--- src/rtl/seg_readback_pkg.sv ---
// Shared constants and types for the calculator seven-segment readback path.
// Segment codes are active-low: bit0=a ... bit6=g, 0 means the segment is lit.
package calc_pkg;

  localparam int DISP_DIGITS = 4;

  localparam logic [6:0] SEG_BLANK = 7'h7F;
  localparam logic [6:0] SEG_D0    = 7'h40;
  localparam logic [6:0] SEG_D1    = 7'h79;
  localparam logic [6:0] SEG_D2    = 7'h24;
  localparam logic [6:0] SEG_D3    = 7'h30;
  localparam logic [6:0] SEG_D4    = 7'h19;
  localparam logic [6:0] SEG_D5    = 7'h12;
  localparam logic [6:0] SEG_D6    = 7'h02;
  localparam logic [6:0] SEG_D7    = 7'h78;
  localparam logic [6:0] SEG_D8    = 7'h00;
  localparam logic [6:0] SEG_D9    = 7'h10;

  // SETTLE: watching for a new stable pattern; HOLD: report presented, waiting for acceptance
  typedef enum logic {
    SETTLE = 1'b0,
    HOLD   = 1'b1
  } state_e;

endpackage

--- src/rtl/seg_readback_if.sv ---
// Display bus plus report handshake for the segment readback block.
// slave is the readback block's view, master is the driver/consumer's view.
interface seg_readback_if;

  logic [6:0]  seg1;
  logic [6:0]  seg2;
  logic [6:0]  seg3;
  logic [6:0]  seg4;
  logic        out_ready;
  logic        out_valid;
  logic [13:0] out_value;
  logic        out_err;
  logic        out_blank;
  logic        overrun;

  modport slave (
    input  seg1, seg2, seg3, seg4, out_ready,
    output out_valid, out_value, out_err, out_blank, overrun
  );

  modport master (
    output seg1, seg2, seg3, seg4, out_ready,
    input  out_valid, out_value, out_err, out_blank, overrun
  );

endinterface

--- src/rtl/seg_readback_decode.sv ---
// Single-digit seven-segment decoder: active-low code -> {valid, blank, digit}.
// A blank code is a legal code (valid=1) reported as digit 0.
module seg7_digit_decode
  import calc_pkg::*;
(
  input  logic [6:0] code_i,
  output logic       valid_o,
  output logic       blank_o,
  output logic [3:0] digit_o
);

  // Map the ten digit codes plus blank; anything else is flagged invalid
  always_comb begin
    valid_o = 1'b1;
    blank_o = 1'b0;
    digit_o = 4'd0;
    case (code_i)
      SEG_D0:    digit_o = 4'd0;
      SEG_D1:    digit_o = 4'd1;
      SEG_D2:    digit_o = 4'd2;
      SEG_D3:    digit_o = 4'd3;
      SEG_D4:    digit_o = 4'd4;
      SEG_D5:    digit_o = 4'd5;
      SEG_D6:    digit_o = 4'd6;
      SEG_D7:    digit_o = 4'd7;
      SEG_D8:    digit_o = 4'd8;
      SEG_D9:    digit_o = 4'd9;
      SEG_BLANK: blank_o = 1'b1;
      default:   valid_o = 1'b0;
    endcase
  end

endmodule

--- src/rtl/seg_readback.sv ---
// Seven-segment display readback: registers the four digit codes, waits until
// the pattern has been stable for STABLE_CYCLES samples, decodes it and offers
// one report per distinct stable pattern over a valid/ready handshake.
module seg_readback
  import calc_pkg::*;
#(
  parameter int STABLE_CYCLES = 4,
  parameter int CNT_W         = 8
) (
  input  logic          clk,
  input  logic          rst_n,
  seg_readback_if.slave bus
);

  localparam logic [CNT_W-1:0] CNT_LIMIT = CNT_W'(STABLE_CYCLES);
  localparam logic [CNT_W-1:0] CNT_FIRE  = CNT_W'(STABLE_CYCLES - 1);

  // Index 0 is the ones digit (seg1), index 3 the thousands digit (seg4)
  logic [DISP_DIGITS-1:0][6:0] seg_q;
  logic [DISP_DIGITS-1:0][6:0] snap_q;
  logic [DISP_DIGITS-1:0][6:0] last_q, last_d;
  logic [CNT_W-1:0]            cnt_q;
  logic                        have_report_q, have_report_d;
  state_e                      state_q, state_d;
  logic [13:0]                 value_q, value_d;
  logic                        err_q, err_d;
  logic                        blank_q, blank_d;
  logic                        overrun_q, overrun_d;

  logic [DISP_DIGITS-1:0]      dig_valid;
  logic [DISP_DIGITS-1:0]      dig_blank;
  logic [DISP_DIGITS-1:0][3:0] dig_val;
  logic                        dec_err;
  logic                        dec_all_blank;
  logic                        above_blank;
  logic [13:0]                 dec_sum;
  logic                        settle;
  logic                        accept;

  // Input sampling stage: one register per digit
  always_ff @(posedge clk or negedge rst_n) begin
    if (!rst_n) begin
      seg_q <= {DISP_DIGITS{SEG_BLANK}};
    end else begin
      seg_q <= {bus.seg4, bus.seg3, bus.seg2, bus.seg1};
    end
  end

  // Stability tracking: restart on any change, otherwise count up and saturate
  always_ff @(posedge clk or negedge rst_n) begin
    if (!rst_n) begin
      snap_q <= {DISP_DIGITS{SEG_BLANK}};
      cnt_q  <= '0;
    end else if (seg_q != snap_q) begin
      snap_q <= seg_q;
      cnt_q  <= '0;
    end else if (cnt_q != CNT_LIMIT) begin
      cnt_q  <= cnt_q + CNT_W'(1);
    end
  end

  // Decode the settled snapshot one digit at a time
  for (genvar gi = 0; gi < DISP_DIGITS; gi++) begin : g_dec
    seg7_digit_decode u_dec (
      .code_i  (snap_q[gi]),
      .valid_o (dig_valid[gi]),
      .blank_o (dig_blank[gi]),
      .digit_o (dig_val[gi])
    );
  end

  // Walk from the most significant digit: a blank is only legal while every digit above it is blank
  always_comb begin
    above_blank = 1'b1;
    dec_err     = 1'b0;
    for (int i = DISP_DIGITS - 1; i >= 0; i--) begin
      if (!dig_valid[i]) dec_err = 1'b1;
      if (dig_blank[i] && !above_blank) dec_err = 1'b1;
      above_blank = above_blank & dig_blank[i];
    end
    dec_all_blank = above_blank;
    // Blank digits decode as 0, so leading blanks contribute nothing
    dec_sum = 14'(dig_val[3]) * 14'd1000 + 14'(dig_val[2]) * 14'd100
            + 14'(dig_val[1]) * 14'd10   + 14'(dig_val[0]);
  end

  // A settle event only counts for a pattern that differs from the last one reported
  assign settle = (seg_q == snap_q) && (cnt_q == CNT_FIRE)
               && (!have_report_q || (snap_q != last_q));
  assign accept = (state_q == HOLD) && bus.out_ready;

  // Report FSM next-state: load on settle, freeze in HOLD, flag dropped patterns
  always_comb begin
    state_d       = state_q;
    value_d       = value_q;
    err_d         = err_q;
    blank_d       = blank_q;
    last_d        = last_q;
    have_report_d = have_report_q;
    overrun_d     = overrun_q;
    case (state_q)
      SETTLE: begin
        if (settle) begin
          value_d       = dec_err ? 14'd0 : dec_sum;
          err_d         = dec_err;
          blank_d       = dec_all_blank && !dec_err;
          last_d        = snap_q;
          have_report_d = 1'b1;
          state_d       = HOLD;
        end
      end
      HOLD: begin
        if (settle && accept) begin
          // Consumer takes the old report on the same edge the new one loads
          value_d       = dec_err ? 14'd0 : dec_sum;
          err_d         = dec_err;
          blank_d       = dec_all_blank && !dec_err;
          last_d        = snap_q;
          have_report_d = 1'b1;
        end else if (settle) begin
          overrun_d = 1'b1;
        end else if (accept) begin
          state_d = SETTLE;
        end
      end
      default: state_d = SETTLE;
    endcase
  end

  // Report FSM state and output registers
  always_ff @(posedge clk or negedge rst_n) begin
    if (!rst_n) begin
      state_q       <= SETTLE;
      value_q       <= '0;
      err_q         <= 1'b0;
      blank_q       <= 1'b0;
      last_q        <= {DISP_DIGITS{SEG_BLANK}};
      have_report_q <= 1'b0;
      overrun_q     <= 1'b0;
    end else begin
      state_q       <= state_d;
      value_q       <= value_d;
      err_q         <= err_d;
      blank_q       <= blank_d;
      last_q        <= last_d;
      have_report_q <= have_report_d;
      overrun_q     <= overrun_d;
    end
  end

  assign bus.out_valid = (state_q == HOLD);
  assign bus.out_value = value_q;
  assign bus.out_err   = err_q;
  assign bus.out_blank = blank_q;
  assign bus.overrun   = overrun_q;

endmodule

--- src/flat_wrapper.sv ---
// flat-port wrapper written by rule: the top's interface ports become plain ports
module seg_readback_flat import calc_pkg::*;
#(
  parameter int STABLE_CYCLES = 4,
  parameter int CNT_W         = 8
)
  (clk, rst_n, bus_seg1, bus_seg2, bus_seg3, bus_seg4, bus_out_ready, bus_out_valid, bus_out_value, bus_out_err, bus_out_blank, bus_overrun);
  seg_readback_if bus_i ();
  input  logic clk;
  input  logic rst_n;
  input wire logic [$bits(bus_i.seg1)-1:0] bus_seg1;
  input wire logic [$bits(bus_i.seg2)-1:0] bus_seg2;
  input wire logic [$bits(bus_i.seg3)-1:0] bus_seg3;
  input wire logic [$bits(bus_i.seg4)-1:0] bus_seg4;
  input wire logic [$bits(bus_i.out_ready)-1:0] bus_out_ready;
  output wire logic [$bits(bus_i.out_valid)-1:0] bus_out_valid;
  output wire logic [$bits(bus_i.out_value)-1:0] bus_out_value;
  output wire logic [$bits(bus_i.out_err)-1:0] bus_out_err;
  output wire logic [$bits(bus_i.out_blank)-1:0] bus_out_blank;
  output wire logic [$bits(bus_i.overrun)-1:0] bus_overrun;
  assign bus_i.seg1 = bus_seg1;
  assign bus_i.seg2 = bus_seg2;
  assign bus_i.seg3 = bus_seg3;
  assign bus_i.seg4 = bus_seg4;
  assign bus_i.out_ready = bus_out_ready;
  assign bus_out_valid = bus_i.out_valid;
  assign bus_out_value = bus_i.out_value;
  assign bus_out_err = bus_i.out_err;
  assign bus_out_blank = bus_i.out_blank;
  assign bus_overrun = bus_i.overrun;
  seg_readback #(.STABLE_CYCLES(STABLE_CYCLES), .CNT_W(CNT_W)) u_core (.clk(clk), .rst_n(rst_n), .bus(bus_i));
endmodule
--- config.mk ---
export PLATFORM = sky130hd
export DESIGN_NAME = seg_readback_flat
export DESIGN_NICKNAME = d
export VERILOG_FILES = /design/src/rtl/seg_readback_pkg.sv /design/src/rtl/seg_readback_if.sv /design/src/rtl/seg_readback_decode.sv /design/src/rtl/seg_readback.sv /design/src/flat_wrapper.sv
export SDC_FILE = /design/constraint.sdc
export NUM_CORES = 1
export LEC_CHECK = 0
export CAP_MARGIN = 40
export CORE_ASPECT_RATIO = 0.9
export CORE_UTILIZATION = 50
export CTS_BUF_LIST = sky130_fd_sc_hd__clkbuf_8 sky130_fd_sc_hd__clkbuf_16
export CTS_CLUSTER_SIZE = 24
export DETAILED_ROUTE_END_ITERATION = 8
export PLACE_DENSITY = 0.67
export SLEW_MARGIN = 25
export SYNTH_ARGS = -nofsm -noshare
export SYNTH_HDL_FRONTEND = slang
export SYNTH_HIERARCHICAL = 1
export SYNTH_SLANG_ARGS = --single-unit
--- constraint.sdc ---
create_clock -name clk -period 7.5 [get_ports clk]
set_input_delay 1.125 -clock clk [delete_from_list [all_inputs] [get_ports clk]]
set_output_delay 1.125 -clock clk [all_outputs]
set_load 0.01 [all_outputs]
; Word level (Yosys, flattened, before mapping)
; Index checks and enable logic that the tools add are counted.
[op_classes]
addsub = 4
mul = 3
eq_ne = 47
n_mux = 42
bitwise_logic = 5
reduce_logical = 25
[ops]
columns = operator, count
row1 = case mux 4 bit (9 select lines), 4
row2 = == test 7 bit (second input constant), 16
row3 = == test 7 x 5 -> 1 bit (second input constant), 12
row4 = == test 7 x 6 -> 1 bit (second input constant), 8
row5 = 2-to-1 mux 28 bit, 2
row6 = != test 28 bit, 2
row7 = case mux 28 bit (2 select lines), 1
row8 = OR reduction 11 bit, 4
row9 = 2-to-1 mux 14 bit, 3
row10 = == test 28 bit, 1
row11 = == test 7 x 2 -> 1 bit (second input constant), 4
row12 = zero test 7 bit, 4
row13 = case mux 14 bit (2 select lines), 1
row14 = 2-to-1 mux 1 bit, 25
row15 = 2-to-1 mux 8 bit, 2
row16 = adder 14 x 11 -> 14 bit, 1
row17 = adder 14 x 4 -> 14 bit, 1
row18 = adder 14 x 8 -> 14 bit, 1
row19 = multiplier 4 x 7 -> 11 bit (second input constant), 1
row20 = multiplier 4 x 5 -> 9 bit (second input constant), 1
row21 = adder 8 x 1 -> 8 bit (second input constant), 1
row22 = == test 8 x 2 -> 1 bit (second input constant), 1
row23 = logical AND 1 bit, 8
row24 = != test 8 x 3 -> 1 bit (second input constant), 1
row25 = other kinds (11), 21
[totals]
register_bits = 111
inputBits = 31
out_inout_bits = 18
wordCells = 145

; Longest topological paths before layout
[depth]
depth_word = 14
mapped_depth = 22
ltp_nobuf = 22

; Cells and area by module
; The synthesis kept the hierarchy.
[modules_own_cells]
columns = mod, instances, cells_each, area_each_um2, seq_area_each_um2
row1 = seg_readback, 1, 505, 6203.4, 2882.8
row2 = seg7_digit_decode, 4, 32, 192.7, 0.0

; Worst setup path after synthesis
; OpenSTA, ideal clock, no wires.
[synth_timing]
kind = reg-to-reg
start = register u_core/snap_q[27] in the netlist's numbering
end = register u_core.value_q[11], in the netlist u_core/bus.out_value[11]
setup_time_ns = 0.125
arrival_time_ns = 5.587
t_required_ns = 7.375
setup_slack_ns = 1.788
path_stages_with_launch = 22
path_buffers = 1
period_less_slack_ns = 5.712
path_cell_list = dfstp_2 > buf_6 > and2_2 > a21oi_1 > a2111oi_1 > inv_1 > fa_1 > inv_1 > ha_1 > nor2b_1 > o21ai_0 > nand2b_1 > xnor2_1 > ha_1 > ha_1 > ha_1 > a21oi_1 > nand3_1 > a31oi_1 > xnor2_1 > nor2_1 > mux2_4
[synth_rtl]
columns = item, line
row1 = from (decl), seg_readback.sv:20  ; logic [DISP_DIGITS-1:0][6:0] snap_q;
row2 = from (signal assigned), seg_readback.sv:52  ; snap_q <= {DISP_DIGITS{SEG_BLANK}};
row3 = from (signal assigned), seg_readback.sv:55  ; snap_q <= seg_q;
row4 = to (signal assigned), seg_readback.sv:142  ; value_q <= value_d;
row5 = to (decl), seg_readback.sv:25  ; logic [13:0] value_q, value_d;

==> flow_metrics.py <==
metrics = {
    "power_and_ir_drop": {
        "switching_power_mw": 0.302,
        "swShare": 0.248,
        "p_int_mw": 0.917,
        "seqPwrFrac": 0.542,
        "p_leak_nw": 3.54,
        "vdd_drop_max_v": 0.000163,
        "pwr-share-clk": 0.372,
        "power.density_mw_per_mm2": 157,
        "pwr-share-comb": 0.086,
    },
    "sta": {
        "fin_crit_ns": 5.52,
        "setup_viol": 0,
        "fin_crit_sh": 0.736,
        "finalSetupTns_ns": 0,
        "max_freq_mhz": 181,
        "rsz0062_at_grt": "no",
        "worst_pin_slew_ns": 0.813,
        "final-max-slew-violation-count": 0,
        "holdWs_ns": 0.366,
        "relSlewSlack": 0.458,
        "fin_skew_ns": 0.00825,
        "hold_viol": 0,
    },
    "routing": {
        "avgRoutedWirePerCell_um": 16.2,
        "vias_per_cell": 5.56,
        "num_vias": 4600,
        "wl_mm": 13.4,
        "detail-route-antenna-nets": 0,
        "drt_iter0_drc": 307,
        "first_pass_iters": 7,
        "drc_errors": 0,
    },
    "grt": {
        "grt_first_pass_wirelength_mm": 22.5,
        "grt_util_met1": 0.268,
        "antenna_found_initial": 0,
        "grt.total_usage": 0.201,
        "gr-usage-met3": 0.0394,
        "grt_pass1_vias": 4495,
        "grt_max_degree": 69,
        "gr-usage-met2": 0.334,
        "overflow": 0,
        "top_usage_layer": "met2",
    },
    "layout": {
        "n_fill_cell": 1122,
        "syn2layout_area_growth_pct": 11.5,
        "drive_gt1_frac": 0.218,
        "finalNetCount": 757,
        "n_antenna_cell": 0,
    },
    "yosys": {
        "avgSynthCellArea_um2": 11.0,
        "synth-main-ff-cell": "dfstp_2",
        "yosysWarnings": 6,
        "synthCells": 633,
        "syn_area_mm2": 0.00697,
        "syn_nets": 734,
        "yosysSeqAreaShare": 0.413,
        "synth-seq-cells": 111,
        "synth_top_area_share": 0.316,
        "synth_area_leaders": "dfstp_2, dfrtp_1, ha_1",
        "ys_types": 51,
        "synth-edff-count": 0,
        "async_reset_ff_frac": 1.00,
        "synth_top_cell_by_area": "dfstp_2",
    },
    "worst_setup_path": {
        "critPathMaxStageDelay_ns": 0.66,
        "cp.depth": 22,
        "cp_max_fo": 10,
        "worstSetupPathType": "reg2reg",
        "startpoint_type": "flip-flop",
        "critPathBufInv": 2,
        "cpMaxStageDelayCell": "dfstp_2",
        "reg2reg_from": "u_core/snap_q[26]$_DFFE_PN1N_",
        "ff2ff_path_depth": 22,
        "critPathTopFamily": "adder cells",
        "crit_chain": "nand2_1 > nor2_1 > o21ai_1 > o31ai_1 > fa_1 > inv_1 > fa_1 > inv_1 > ha_1 > nor2b_1 > o21ai_0 > nand2b_1 > xnor2_1 > ha_1 > ha_1 > ha_1 > a21oi_1 > nand3_1 > a31oi_1 > xnor2_1 > nor2_1 > mux2_4",
        "rr_endpoint": "u_core/bus.out_value[11]$_DFFE_PN0P_",
        "required_ns": 7.74,
        "worst_path_most_repeated_cell": "ha_1",
        "endpoint_kind": "flip-flop",
        "r2r_setup_slack_ns": 1.98,
        "arrival_ns": 5.76,
    },
    "floorplanning": {
        "initial_core_util": 0.518,
        "core_area_mm2": 0.0135,
        "row_count": 40,
        "pin_count": 49,
        "fp.dieW_um": 126,
        "die_h_um": 114,
        "die_area_mm2": 0.0144,
    },
    "hold_path": {
        "min_path_cells": 0,
        "holdPathEnd": "u_core/snap_q[25]$_DFFE_PN1N_",
        "hold_path_startpoint": "u_core/seg_q[25]$_DFF_PN1_",
        "holdCritPathClass": "reg2reg",
    },
    "place": {
        "port_buffers": 48,
        "dp_hpwl_mm": 10.2,
        "gp_congestion": 0.908,
    },
    "clock_network": {
        "cts_root_buf": "clkbuf_16",
        "cts_buffer_depth": 2,
        "clk_pin_slew_ns": 0.07,
        "holdBufCountCts": 0,
        "cts_tree": "done",
        "htree_levels": 3,
        "clk_latency_ns": 0.36,
        "cts_resized": 0,
        "cts_sinks": 111,
        "post_cts_buffers": 0,
        "cts_buffers": 9,
    },
    "status": {
        "outcome": "finished clean",
    },
    "flow_run": {
        "cap_violations": 0,
    },
}
==> sequential cells by signal (all words and copies together), names as in the netlist, 8 cells and up <==
register and flops:
u_core/cnt_q 8, u_core/bus.out_value 14, u_core/seg_q 28, u_core/snap_q 28, u_core/last_q 28
==> metrics by stage <==
step,power (mW),std cells,setup slack (ns),cell area (um^2),utilization
6_report,1.22,828,1.98,7780,0.578
5_1_grt,1.27,828,1.57,7780,0.578
4_1_cts,1.24,827,1.93,7750,0.576
3_5_place_dp,0.773,812,1.96,7470,0.555
3_3_place_gp,0.769,810,2.13,7460,0.554
2_1_floorplan,0.729,633,1.79,6970,-
==> synthesized netlist by cell type (3+ instances only) <==
master and n:
mux2_1 5, nor2_1 45, mux2i_1 10, and2_1 4, dfrtp_1 27, and3b_1 6, a311oi_1 4, o311ai_1 4
o21ai_0 7, nand3_1 14, inv_1 46, nand4_1 13, o31ai_1 4, xnor2_1 54, fa_1 17, nor2b_1 5
a2111oi_1 4, nor4_1 15, xor2_1 24, o21ai_1 8, nand3b_1 3, a21oi_1 17, dfstp_2 84, a31oi_1 3
o21bai_1 3, o2bb2ai_1 3, nor3_1 14, nand2b_1 8, ha_1 53, o41ai_1 4, a21o_1 5, and3_1 3
mux2_4 31, buf_2 4, clkbuf_1 30, buf_6 9, and2_2 4, nand2_1 23
==> logic make-up (layout without fill, tap and decap cells) <==
logic type | Yosys count | in the layout | synth area share
flip-flops | 111 | 111 | 0.413
multiplexers | 46 | 46 | 0.0892
XOR/XNOR | 78 | 78 | 0.0980
adder cells (fa/ha/maj) | 70 | 70 | 0.144
AO/OA/AOI/OAI | 77 | 77 | 0.0770
AND/OR/NAND/NOR | 162 | 162 | 0.120
buffers and inverters | 89 | 116 | 0.0583
==> cell type report <==
class                   count  area, um^2  area share
repair buffers             55         544      0.0700
clock buffers              10         239      0.0307
clock inverters             5        38.8     0.00499
inverters                  46         173      0.0222
well taps                 168         210      0.0270
multi-input cells         433        3690       0.474
flip-flops and latches    111        2880       0.371
==> worst max path at each step <==
| stage | slack [ns] | startpoint | end |
|---|---|---|---|
| CTS | 1.93 | u_core/snap_q[26]$_DFFE_PN1N_ | u_core/bus.out_value[11]$_DFFE_PN0P_ |
| finish | 1.98 | u_core/snap_q[26]$_DFFE_PN1N_ | u_core/bus.out_value[11]$_DFFE_PN0P_ |
| detailed placement | 1.96 | u_core/snap_q[22]$_DFFE_PN1N_ | u_core/bus.out_value[11]$_DFFE_PN0P_ |
| global route | 1.57 | u_core/snap_q[26]$_DFFE_PN1N_ | u_core/bus.out_value[11]$_DFFE_PN0P_ |
| floorplan | 1.79 | u_core/snap_q[27]$_DFFE_PN1N_ | u_core/bus.out_value[11]$_DFFE_PN0P_ |
| global placement | 2.13 | u_core/snap_q[26]$_DFFE_PN1N_ | u_core/bus.out_value[11]$_DFFE_PN0P_ |
==> power groups by stage <==
stage / Sequential, mW / Clock [mW] / Combinational [mW]
finish: 0.661 / 0.454 / 0.105
CTS: 0.660 / 0.474 / 0.105
floorplan: 0.656 / 0 / 0.0730
detailed placement: 0.670 / 0 / 0.103
global placement: 0.668 / 0 / 0.101
global route: 0.664 / 0.491 / 0.119
==> placed cells by master, fill, tap and decap left out, drive strengths merged, types with 14 or more instances in the layout <==
cell type	count
dfstp	84
xnor2	54
ha	53
inv	49
clkdlybuf4s50	47
nor2	45
mux2	36
dfrtp	27
xor2	24
nand2	23
a21oi	17
fa	17
nor4	15
o21ai	15
nand3	14
nor3	14
==> layer usage <==
metal  routed length, um  vias up
met2                6350      117
met1                6350     2256
met4                 188        0
li1                    -     2209
met5                   0        -
met3                 564       18
==> worst register-to-register path: stages (launching register included) <==
cell and delay [ns]:
dfstp_2 0.66, nand2_1 0.10, nor2_1 0.10, o21ai_1 0.09
o31ai_1 0.54, fa_1 0.56, inv_1 0.13, fa_1 0.42
inv_1 0.07, ha_1 0.27, nor2b_1 0.15, o21ai_0 0.15
nand2b_1 0.10, xnor2_1 0.14, ha_1 0.30, ha_1 0.30
ha_1 0.37, a21oi_1 0.20, nand3_1 0.10, a31oi_1 0.20
xnor2_1 0.14, nor2_1 0.05, mux2_4 0.27
(Power assumes the default switching activity.)
